[src/rtl/pipeline_pkg.sv]
// Shared pipeline constants: controller FSM states, ALU op codes and
// writeback source codes. The decoder uses the same op and WB encodings.
package pipeline_pkg;

  localparam int unsigned REG_IDX_W = 5;
  localparam int unsigned ALU_OP_W  = 3;
  localparam int unsigned WB_SRC_W  = 2;

  // Hazard/sequencing controller states
  typedef enum logic [1:0] {
    ST_RUN    = 2'd0,
    ST_MULDIV = 2'd1,
    ST_HALT   = 2'd2
  } state_e;

  // Execute-stage ALU operations
  typedef enum logic [ALU_OP_W-1:0] {
    ALU_ADD = 3'd0,
    ALU_SUB = 3'd1,
    ALU_MUL = 3'd2,
    ALU_DIV = 3'd3,
    ALU_BNE = 3'd4,
    ALU_BEQ = 3'd5,
    ALU_BLT = 3'd6,
    ALU_BGT = 3'd7
  } alu_op_e;

  // Writeback data source
  typedef enum logic [WB_SRC_W-1:0] {
    WB_ALU    = 2'd0,
    WB_MEM    = 2'd1,
    WB_PCNEXT = 2'd2
  } wb_src_e;

  // True for the ops that occupy execute for more than the nominal cycle
  function automatic logic is_muldiv(input logic [ALU_OP_W-1:0] op);
    return (op == ALU_MUL) || (op == ALU_DIV);
  endfunction

endpackage

[src/rtl/pipeline_ctrl_hazard_detect.sv]
// Load-use hazard comparator: flags a decode-stage instruction that reads
// the destination of a load currently in execute. Purely combinational so
// a forwarding unit can reuse the same comparison.
//   id_*        decode-stage register usage
//   ex_*        execute-stage writeback info
//   load_use_c  hazard present this cycle
module hazard_detect
  import pipeline_pkg::*;
(
  input  logic                 id_valid,
  input  logic [REG_IDX_W-1:0] id_rs1,
  input  logic [REG_IDX_W-1:0] id_rs2,
  input  logic                 id_uses_rs1,
  input  logic                 id_uses_rs2,
  input  logic                 ex_valid,
  input  logic [REG_IDX_W-1:0] ex_rd,
  input  logic                 ex_wb_we,
  input  logic [WB_SRC_W-1:0]  ex_wb_src,
  output logic                 load_use_c
);

  logic ex_is_load;
  logic rs1_hit;
  logic rs2_hit;

  // x0 is hardwired to zero, so a load targeting it never blocks a reader
  always_comb begin
    ex_is_load = ex_valid && ex_wb_we && (ex_wb_src == WB_MEM) && (ex_rd != '0);
    rs1_hit    = id_uses_rs1 && (id_rs1 == ex_rd);
    rs2_hit    = id_uses_rs2 && (id_rs2 == ex_rd);
    load_use_c = ex_is_load && id_valid && (rs1_hit || rs2_hit);
  end

endmodule

[src/rtl/pipeline_ctrl.sv]
// Hazard and sequencing controller for the 5-stage integer core.
// Sequences multi-cycle MUL/DIV, resolves load-use hazards, squashes the
// wrong path on redirects and halts the core on EBREAK.
//   _clk, _rst            clock, synchronous active-high reset
//   _id_*                 decode-stage register usage
//   _ex_*                 execute-stage control
//   stall_if_/id_/ex_     per-stage hold
//   flush_id_/ex_         per-stage bubble insertion
//   muldiv_done_          last cycle of a MUL/DIV, result valid
//   halted_               core halted by EBREAK
// Outputs are combinational from state, counter and current inputs.
module pipeline_ctrl
  import pipeline_pkg::*;
#(
  parameter int unsigned MUL_LAT = 3,
  parameter int unsigned DIV_LAT = 16,
  parameter int unsigned CNT_W   = $clog2(DIV_LAT + 1)
) (
  input  logic                 _clk,
  input  logic                 _rst,
  input  logic                 _id_valid,
  input  logic [REG_IDX_W-1:0] _id_rs1,
  input  logic [REG_IDX_W-1:0] _id_rs2,
  input  logic                 _id_uses_rs1,
  input  logic                 _id_uses_rs2,
  input  logic                 _ex_valid,
  input  logic [REG_IDX_W-1:0] _ex_rd,
  input  logic                 _ex_wb_we,
  input  logic [WB_SRC_W-1:0]  _ex_wb_src,
  input  logic [ALU_OP_W-1:0]  _ex_alu_op,
  input  logic                 _ex_redirect,
  input  logic                 _ex_ebreak,
  output logic                 stall_if_,
  output logic                 stall_id_,
  output logic                 stall_ex_,
  output logic                 flush_id_,
  output logic                 flush_ex_,
  output logic                 muldiv_done_,
  output logic                 halted_
);

  state_e           state_q;
  state_e           state_d;
  logic [CNT_W-1:0] cnt_q;
  logic [CNT_W-1:0] cnt_d;

  logic             load_use_c;
  logic             muldiv_c;
  logic [CNT_W-1:0] lat_c;

  hazard_detect u_hazard_detect (
    .id_valid    (_id_valid),
    .id_rs1      (_id_rs1),
    .id_rs2      (_id_rs2),
    .id_uses_rs1 (_id_uses_rs1),
    .id_uses_rs2 (_id_uses_rs2),
    .ex_valid    (_ex_valid),
    .ex_rd       (_ex_rd),
    .ex_wb_we    (_ex_wb_we),
    .ex_wb_src   (_ex_wb_src),
    .load_use_c  (load_use_c)
  );

  // Multi-cycle op detection and its total execute occupancy
  always_comb begin
    muldiv_c = _ex_valid && is_muldiv(_ex_alu_op);
    lat_c    = (_ex_alu_op == ALU_MUL) ? CNT_W'(MUL_LAT) : CNT_W'(DIV_LAT);
  end

  // State and occupancy counter
  always_ff @(posedge _clk) begin
    if (_rst) begin
      state_q <= ST_RUN;
      cnt_q   <= '0;
    end else begin
      state_q <= state_d;
      cnt_q   <= cnt_d;
    end
  end

  // Next state, counter and stage controls
  always_comb begin
    state_d      = state_q;
    cnt_d        = cnt_q;
    stall_if_    = 1'b0;
    stall_id_    = 1'b0;
    stall_ex_    = 1'b0;
    flush_id_    = 1'b0;
    flush_ex_    = 1'b0;
    muldiv_done_ = 1'b0;
    halted_      = 1'b0;

    case (state_q)
      ST_RUN: begin
        if (_ex_valid && _ex_ebreak) begin
          // Squash everything younger than the EBREAK before halting
          flush_id_ = 1'b1;
          flush_ex_ = 1'b1;
          state_d   = ST_HALT;
        end else if (muldiv_c && (lat_c > CNT_W'(1))) begin
          // First occupancy cycle; cnt holds the cycles still to come
          stall_if_ = 1'b1;
          stall_id_ = 1'b1;
          stall_ex_ = 1'b1;
          cnt_d     = lat_c - CNT_W'(1);
          state_d   = ST_MULDIV;
        end else if (muldiv_c) begin
          muldiv_done_ = 1'b1;
        end else if (_ex_valid && _ex_redirect) begin
          // Younger instruction is wrong-path, so its load-use is moot
          flush_id_ = 1'b1;
          flush_ex_ = 1'b1;
        end else if (load_use_c) begin
          // Hold the reader in decode and send a bubble into execute
          stall_if_ = 1'b1;
          stall_id_ = 1'b1;
          flush_ex_ = 1'b1;
        end
      end

      ST_MULDIV: begin
        if (cnt_q > CNT_W'(1)) begin
          stall_if_ = 1'b1;
          stall_id_ = 1'b1;
          stall_ex_ = 1'b1;
          cnt_d     = cnt_q - CNT_W'(1);
        end else begin
          // Execute advances this cycle, so the op is not seen again
          muldiv_done_ = 1'b1;
          cnt_d        = '0;
          state_d      = ST_RUN;
        end
      end

      ST_HALT: begin
        stall_if_ = 1'b1;
        stall_id_ = 1'b1;
        stall_ex_ = 1'b1;
        halted_   = 1'b1;
      end

      default: begin
        state_d = ST_RUN;
        cnt_d   = '0;
      end
    endcase

    // Reset overrides any event, including inputs presented during reset
    if (_rst) begin
      stall_if_    = 1'b0;
      stall_id_    = 1'b0;
      stall_ex_    = 1'b0;
      flush_id_    = 1'b0;
      flush_ex_    = 1'b0;
      muldiv_done_ = 1'b0;
      halted_      = 1'b0;
    end
  end

endmodule

[config.mk]
export PLATFORM = sky130hd
export DESIGN_NAME = pipeline_ctrl
export DESIGN_NICKNAME = d
export VERILOG_FILES = /design/src/rtl/pipeline_pkg.sv /design/src/rtl/pipeline_ctrl_hazard_detect.sv /design/src/rtl/pipeline_ctrl.sv
export SDC_FILE = /design/constraint.sdc
export NUM_CORES = 1
export LEC_CHECK = 0
export CAP_MARGIN = 20
export CELL_PAD_IN_SITES_DETAIL_PLACEMENT = 0
export CELL_PAD_IN_SITES_GLOBAL_PLACEMENT = 1
export CORE_MARGIN = 4
export CORE_UTILIZATION = 23
export CTS_CLUSTER_SIZE = 24
export DETAILED_ROUTE_END_ITERATION = 16
export HOLD_SLACK_MARGIN = 0.12
export PLACE_DENSITY_LB_ADDON = 0.08
export SLEW_MARGIN = 20
export SYNTH_ARGS = -nofsm -noshare
export SYNTH_HDL_FRONTEND = slang
export SYNTH_SLANG_ARGS = --single-unit
export TNS_END_PERCENT = 1
[constraint.sdc]
create_clock -name _clk -period 1.6 [get_ports _clk]
set_input_delay 0.32 -clock _clk [delete_from_list [all_inputs] [get_ports _clk]]
set_output_delay 0.32 -clock _clk [all_outputs]
set_load 0.03 [all_outputs]
==> results.txt, run 1 <==
initial core utilization - 24.0%
failing checks - negative setup slack
Worst-Margin Slew - 0.448 ns
wire length per cell - 12.6 um
status - finished with violations
Static Leak - 0.544 nW
vias - 826
Ys Warns - 0
diode count - 0
delay-heaviest family, CP - simple AND/OR/NAND/NOR gates
final worst setup slack - -0.466 ns
FFs w/ async S/R, synth - 0%
num rows - 19
Setup Skew - 0.00256 ns
Worst VDD drop - 413 uV
DR iter-0 viols - 8
gr ovfl total - 0
Vias/cell - 4.59
CTS tree - yes
max cap viols - 0
critical path required time - 1.28 ns
Total Wirelength - 2260 um
Tot Pwr - 639 uW
R2R setup slack - 0.03 ns
Syn Area/Cell - 7.45 sq um
post-layout instance area - 1320 sq um
Worst Setup Path Type - in2out
Main synth FF type - dfxtp_1
die width - 61.4 um
Clock Sinks - 7
IO Pins - 36
largest net degree at the start of global routing - 13
core area - 2730 sq um
fmax - 484 MHz
Startpoint Class - primary input
endpoint type of the worst setup path - output port
top cell type's share of synthesized area - 21.4%
CTS clk-pin slew, worst paths - 0.05 ns
crit-path max cell delay - 0.56 ns
worst-skew pair later-pin latency - 0.26 ns
period utilisation layout - 129%
number of global-route vias before repair - 823
# DRC - 0
worst path arrival time - 1.75 ns
post-synthesis cell type count - 35
height of the die - 61.4 um
Slowest cell on crit path - or4b_4
Final Max Slew Viols - 0
Syn Inst Count - 88
share of layout cells above drive strength 1 - 34.9%
setup violators final - 6
Min-Delay Path Class - in2reg
die area - 3770 sq um
min Tclk post-route - 2.07 ns
Synth area leader - dfxtp_1
Post-Place Setup Slack - -0.687 ns
global-route wire length before repair - 3440 um
relative slew slack - 69.9%
P per Cell Area - 484 nW/um^2
smallest hold slack - 0.588 ns
CP Cell Sequence - dlygate4sd2_1 > or4b_4 > a211oi_4 > nand2_2 > o22ai_4 > buf_6
Net count, final - 181
GRT Util Overall - 12.3%
placed cell area - 1220 sq um
Num CTS Buffers - 3
Port Buffers - 35
clock root cell - clkbuf_4
Netlist Area Pre-Place - 656 sq um
buffers and inverters on the worst path - 2
Post-DP HPWL - 1870 um
endpoints failing hold - 0
RSZ-0062 raised after global routing - yes
fillers - 271
Final ANT Viol Nets - 0
commonest non-fill, non-tap cell in the layout - buf_4
post-synthesis register bit count - 7
commonest cells after routing, fill and taps aside - buf_4 (28), clkdlybuf4s50_1 (24), xor2_1 (8)
Area contributors post-synth - dfxtp_1 (21%), xor2_1 (11%), nor3_1 (6.9%)
H-tree depth - 1
DR pass1 iterations - 4
Max clock buf depth - 2
Seq/Total Area, Yosys - 21.4%
routability cong. - 0.799
synthesis-to-finish area growth - 101%
Synthesized Nets - 119
Post-synth EDFFs - 0
initial antenna violation count - 0
worst-path fanout max - 2
-- power by group --
part / switching [mW] / internal (mW)
logic: 0.123 / 0.165
registers: 0.00330 / 0.181
clock network: 0.0712 / 0.0956
total: 0.198 / 0.442
-- metal layers --
layer	track usage, %	part of all wire (%)
met1	13.6	41
met2	22.7	54
met3	4.61	5.1
met4	1.82	0
met5	0	0
-- worst register-to-register path, cell delays in order (launching register included) --
cell	delay [ns]
dfxtp_1	0.32
buf_4	0.14
inv_1	0.07
ha_2	0.19
or3b_4	0.38
and2_1	0.17
o21ai_1	0.11
a21oi_1	0.07
-- kinds of logic (layout without fill, tap and decap cells) --
family	after synthesis	in the layout	share of synthesized area [%]
AO/OA/AOI/OAI	24	24	25.0
adder cells (fa/ha/maj)	2	2	3.82
flip-flops	7	7	21.4
buffers and inverters	10	71	6.30
AND/OR/NAND/NOR	35	35	30.2
XOR/XNOR	10	10	13.4
-- metrics by stage --
stage | setup TNS, ns | util, % | cells
after global placement | -4.17 | 44.7 | 175
after CTS | -2.49 | 47.2 | 180
after floorplan | -0.843 | - | 88
after detailed placement | -4.25 | 44.7 | 175
final | -2.34 | 48.3 | 180
after global routing | -3.07 | 48.3 | 180
-- repair_timing --
action	in CTS	in global routing
setup endpoints to repair	9	10
resized for setup	12	8
hold buffers	0	0
pin swaps	7	6
buffers inserted	1	0
-- final cells by class --
cell class                      instances  area, sq um  share of cell area [%]
Tap cell                               31         38.8                    2.94
Inverter                                7         26.3                    1.99
Sequential cell                         7          141                    10.7
Timing Repair Buffer                   60          531                    40.2
Multi-Input combinational cell         71          557                    42.2
Clock buffer                            4         26.3                    1.99
-- flip-flops by register name, summed over array words and instances (netlist names) --
name and flops:
cnt_q 5, state_q 2
-- path summary, 6_finish.rpt --
| kind | depth (start not counted) | endpoint | start |
|---|---|---|---|
| worst max-delay path | 6 | stall_if_ | _rst |
| worst max register to register | 7 | cnt_q[4] | cnt_q[0] |
| worst min-delay path | 3 | cnt_q[0] | _rst |
| worst min register to register | 2 | state_q[1] | state_q[0] |
-- synthesized netlist by cell type, types with 2 or more instances --
master and number:
nor3_1 9, a21oi_1 8, xor2_1 8, dfxtp_1 7, inv_1 7, nor2_1 7
nand2_1 6, o21bai_1 3, o32ai_1 3, a31oi_1 2, ha_1 2, nor4_1 2
xnor2_1 2
Power figures use the tool's default switching activity.
==> run 2, diff against run 1 <==
--- a/config.mk
+++ b/config.mk
@@ -5,6 +5,7 @@
 export SDC_FILE = /design/constraint.sdc
 export NUM_CORES = 1
 export LEC_CHECK = 0
+export ABC_CLOCK_PERIOD_IN_PS = 1600
 export CAP_MARGIN = 20
 export CELL_PAD_IN_SITES_DETAIL_PLACEMENT = 0
 export CELL_PAD_IN_SITES_GLOBAL_PLACEMENT = 1
@@ -14,6 +15,7 @@
 export DETAILED_ROUTE_END_ITERATION = 16
 export HOLD_SLACK_MARGIN = 0.12
 export PLACE_DENSITY_LB_ADDON = 0.08
+export SKIP_CTS_REPAIR_TIMING = 1
 export SLEW_MARGIN = 20
 export SYNTH_ARGS = -nofsm -noshare
 export SYNTH_HDL_FRONTEND = slang
==> run 2 against run 1 <==
  * The flow still finishes with violations (negative setup slack)
  * Clock skew hardly changed
  * Sequential share of layout area barely moved
  * Setup slack worse by 0.034 ns
  * Sequential power about the same
  * Fmax fell by 1.6%
  * Routed wire length is 0.62% higher
  * Critical path depth down 1
  * Hold slack got worse by 0.11 ns
  * Power grew 0.16%
==> results.txt, run 2 (same netlist as run 1, synthesis figures left out) <==
setup violators final - 6 (unchanged)
Setup Skew - 0.00266 ns (was 0.00256 ns)
GRT Util Overall - 12.0% (was 12.3%)
number of global-route vias before repair - 812 (was 823)
relative slew slack - 70.6% (was 69.9%)
Vias/cell - 4.61 (was 4.59)
commonest non-fill, non-tap cell in the layout - buf_4 (unchanged)
H-tree depth - 1 (unchanged)
endpoint type of the worst setup path - output port (unchanged)
Post-DP HPWL - 1870 um (unchanged)
status - finished with violations (unchanged)
Num CTS Buffers - 3 (unchanged)
num rows - 19 (unchanged)
CTS clk-pin slew, worst paths - 0.05 ns (about the same)
max cap viols - 0 (unchanged)
# DRC - 0 (unchanged)
Static Leak - 0.573 nW (was 0.544 nW)
Final ANT Viol Nets - 0 (unchanged)
failing checks - negative setup slack (unchanged)
worst path arrival time - 1.78 ns (was 1.75 ns)
CTS tree - yes (unchanged)
routability cong. - 0.799 (unchanged)
Worst Setup Path Type - reg2out (was in2out)
Tot Pwr - 640 uW (was 639 uW)
wire length per cell - 12.6 um (about the same)
worst-skew pair later-pin latency - 0.26 ns (about the same)
hold path start - _rst (unchanged)
Startpoint Class - register (was primary input)
core area - 2730 sq um (unchanged)
fin util - 48.5% (was 48.3%)
Min-Delay Path Class - in2reg (unchanged)
Top Registers - cnt_q: 5 flops, state_q: 2 flops (unchanged)
RSZ-0062 raised after global routing - yes (unchanged)
P per Cell Area - 483 nW/um^2 (was 484 nW/um^2)
die area - 3770 sq um (unchanged)
Max clock buf depth - 2 (unchanged)
height of the die - 61.4 um (unchanged)
initial antenna violation count - 0 (unchanged)
Worst VDD drop - 413 uV (about the same)
clock root cell - clkbuf_4 (unchanged)
min Tclk post-route - 2.10 ns (was 2.07 ns)
worst-path fanout max - 2 (unchanged)
largest reg by FF count - cnt_q (unchanged)
DR iter-0 viols - 8 (unchanged)
Port Buffers - 35 (unchanged)
commonest cells after routing, fill and taps aside - buf_4 (28), clkdlybuf4s50_1 (24), xor2_1 (8) (unchanged)
gr ovfl total - 0 (unchanged)
initial core utilization - 24.0% (unchanged)
Final Max Slew Viols - 0 (unchanged)
die width - 61.4 um (unchanged)
max FFs per register - 5 (unchanged)
critical path required time - 1.28 ns (about the same)
global-route wire length before repair - 3370 um (was 3440 um)
share of layout cells above drive strength 1 - 33.6% (was 34.9%)
reg-to-reg endpoint - cnt_q[4] (unchanged)
Total Wirelength - 2270 um (was 2260 um)
synthesis-to-finish area growth - 102% (was 101%)
fillers - 274 (was 271)
period utilisation layout - 131% (was 129%)
Hold Path Cell Cnt - 3 (unchanged)
FF-to-FF Start - cnt_q[0] (unchanged)
vias - 829 (was 826)
worst-case reg-to-reg path depth - 7 (unchanged)
IO Pins - 36 (unchanged)
largest net degree at the start of global routing - 13 (unchanged)
endpoints failing hold - 0 (unchanged)
diode count - 0 (unchanged)
final worst setup slack - -0.500 ns (was -0.466 ns)
R2R setup slack - 0.03 ns (about the same)
worst hold endpoint - cnt_q[0] (unchanged)
Clock Sinks - 7 (unchanged)
fmax - 476 MHz (was 484 MHz)
Worst-Margin Slew - 0.438 ns (was 0.448 ns)
Net count, final - 181 (unchanged)
DR pass1 iterations - 4 (unchanged)
==> run 2: cell type report <==
type	count	area, sq um	area share (%)
timing repair buffer	60	546	41.2
multi-input combinational	71	547	41.3
clock buffer	4	26.3	1.98
sequential	7	141	10.7
tap	31	38.8	2.93
inverter	7	26.3	1.98
==> run 2: report_power, final <==
part | total [mW] | internal [mW] | leakage (nW) | switching [mW]
Clock | 0.167 | 0.0956 | 0.0150 | 0.0712
Sequential | 0.185 | 0.181 | 0.0572 | 0.00336
Combinational | 0.289 | 0.167 | 0.501 | 0.122
Total | 0.640 | 0.444 | 0.573 | 0.197
==> run 2: worst max path at each step <==
| stage | start | endpoint | slack (ns) | depth (start not counted) |
|---|---|---|---|---|
| floorplan | _rst | stall_if_ | -0.29 | 5 |
| global placement | _rst | stall_if_ | -0.63 | 6 |
| detailed placement | _rst | stall_if_ | -0.69 | 6 |
| CTS | _rst | stall_if_ | -0.69 | 6 |
| global route | state_q[1] | stall_if_ | -0.60 | 5 |
| finish | state_q[1] | stall_if_ | -0.50 | 5 |
==> run 2: metrics by stage <==
step	setup TNS (ns)	std cells	setup WS, ns	instance area, sq um	hold WS [ns]
6_report	-2.45	180	-0.500	1330	0.482
5_1_grt	-3.24	180	-0.597	1330	0.514
4_1_cts	-3.32	179	-0.687	1250	0.602
3_5_place_dp	-4.25	175	-0.687	1220	0.587
3_3_place_gp	-4.17	175	-0.634	1220	0.584
2_1_floorplan	-0.843	88	-0.293	688	0.470
==> run 2: worst max-delay path, stage by stage (launching register included) <==
cell      delay [ns]
dfxtp_2         0.31
or4b_4          0.56
a211oi_4        0.26
nand2_2         0.10
o22ai_4         0.13
buf_6           0.16
==> run 2: layer usage <==
metal | GRT usage [%] | vias to the layer above | share of wire [%]
met3 | 4.61 | 0 | 5.1
met2 | 22.2 | 15 | 54
li1 | - | 440 | -
met5 | 0 | - | 0
met1 | 13.3 | 374 | 41
met4 | 1.82 | 0 | 0
==> run 3, diff against run 2 <==
--- a/config.mk
+++ b/config.mk
@@ -11,12 +11,11 @@
 export CELL_PAD_IN_SITES_GLOBAL_PLACEMENT = 1
 export CORE_MARGIN = 4
 export CORE_UTILIZATION = 23
+export CTS_CLUSTER_DIAMETER = 150
 export CTS_CLUSTER_SIZE = 24
 export DETAILED_ROUTE_END_ITERATION = 16
-export HOLD_SLACK_MARGIN = 0.12
 export PLACE_DENSITY_LB_ADDON = 0.08
 export SKIP_CTS_REPAIR_TIMING = 1
-export SLEW_MARGIN = 20
 export SYNTH_ARGS = -nofsm -noshare
 export SYNTH_HDL_FRONTEND = slang
 export SYNTH_SLANG_ARGS = --single-unit
==> results of run 3 <==
The final DEF is identical to that of run 2; final timing and power are the same.
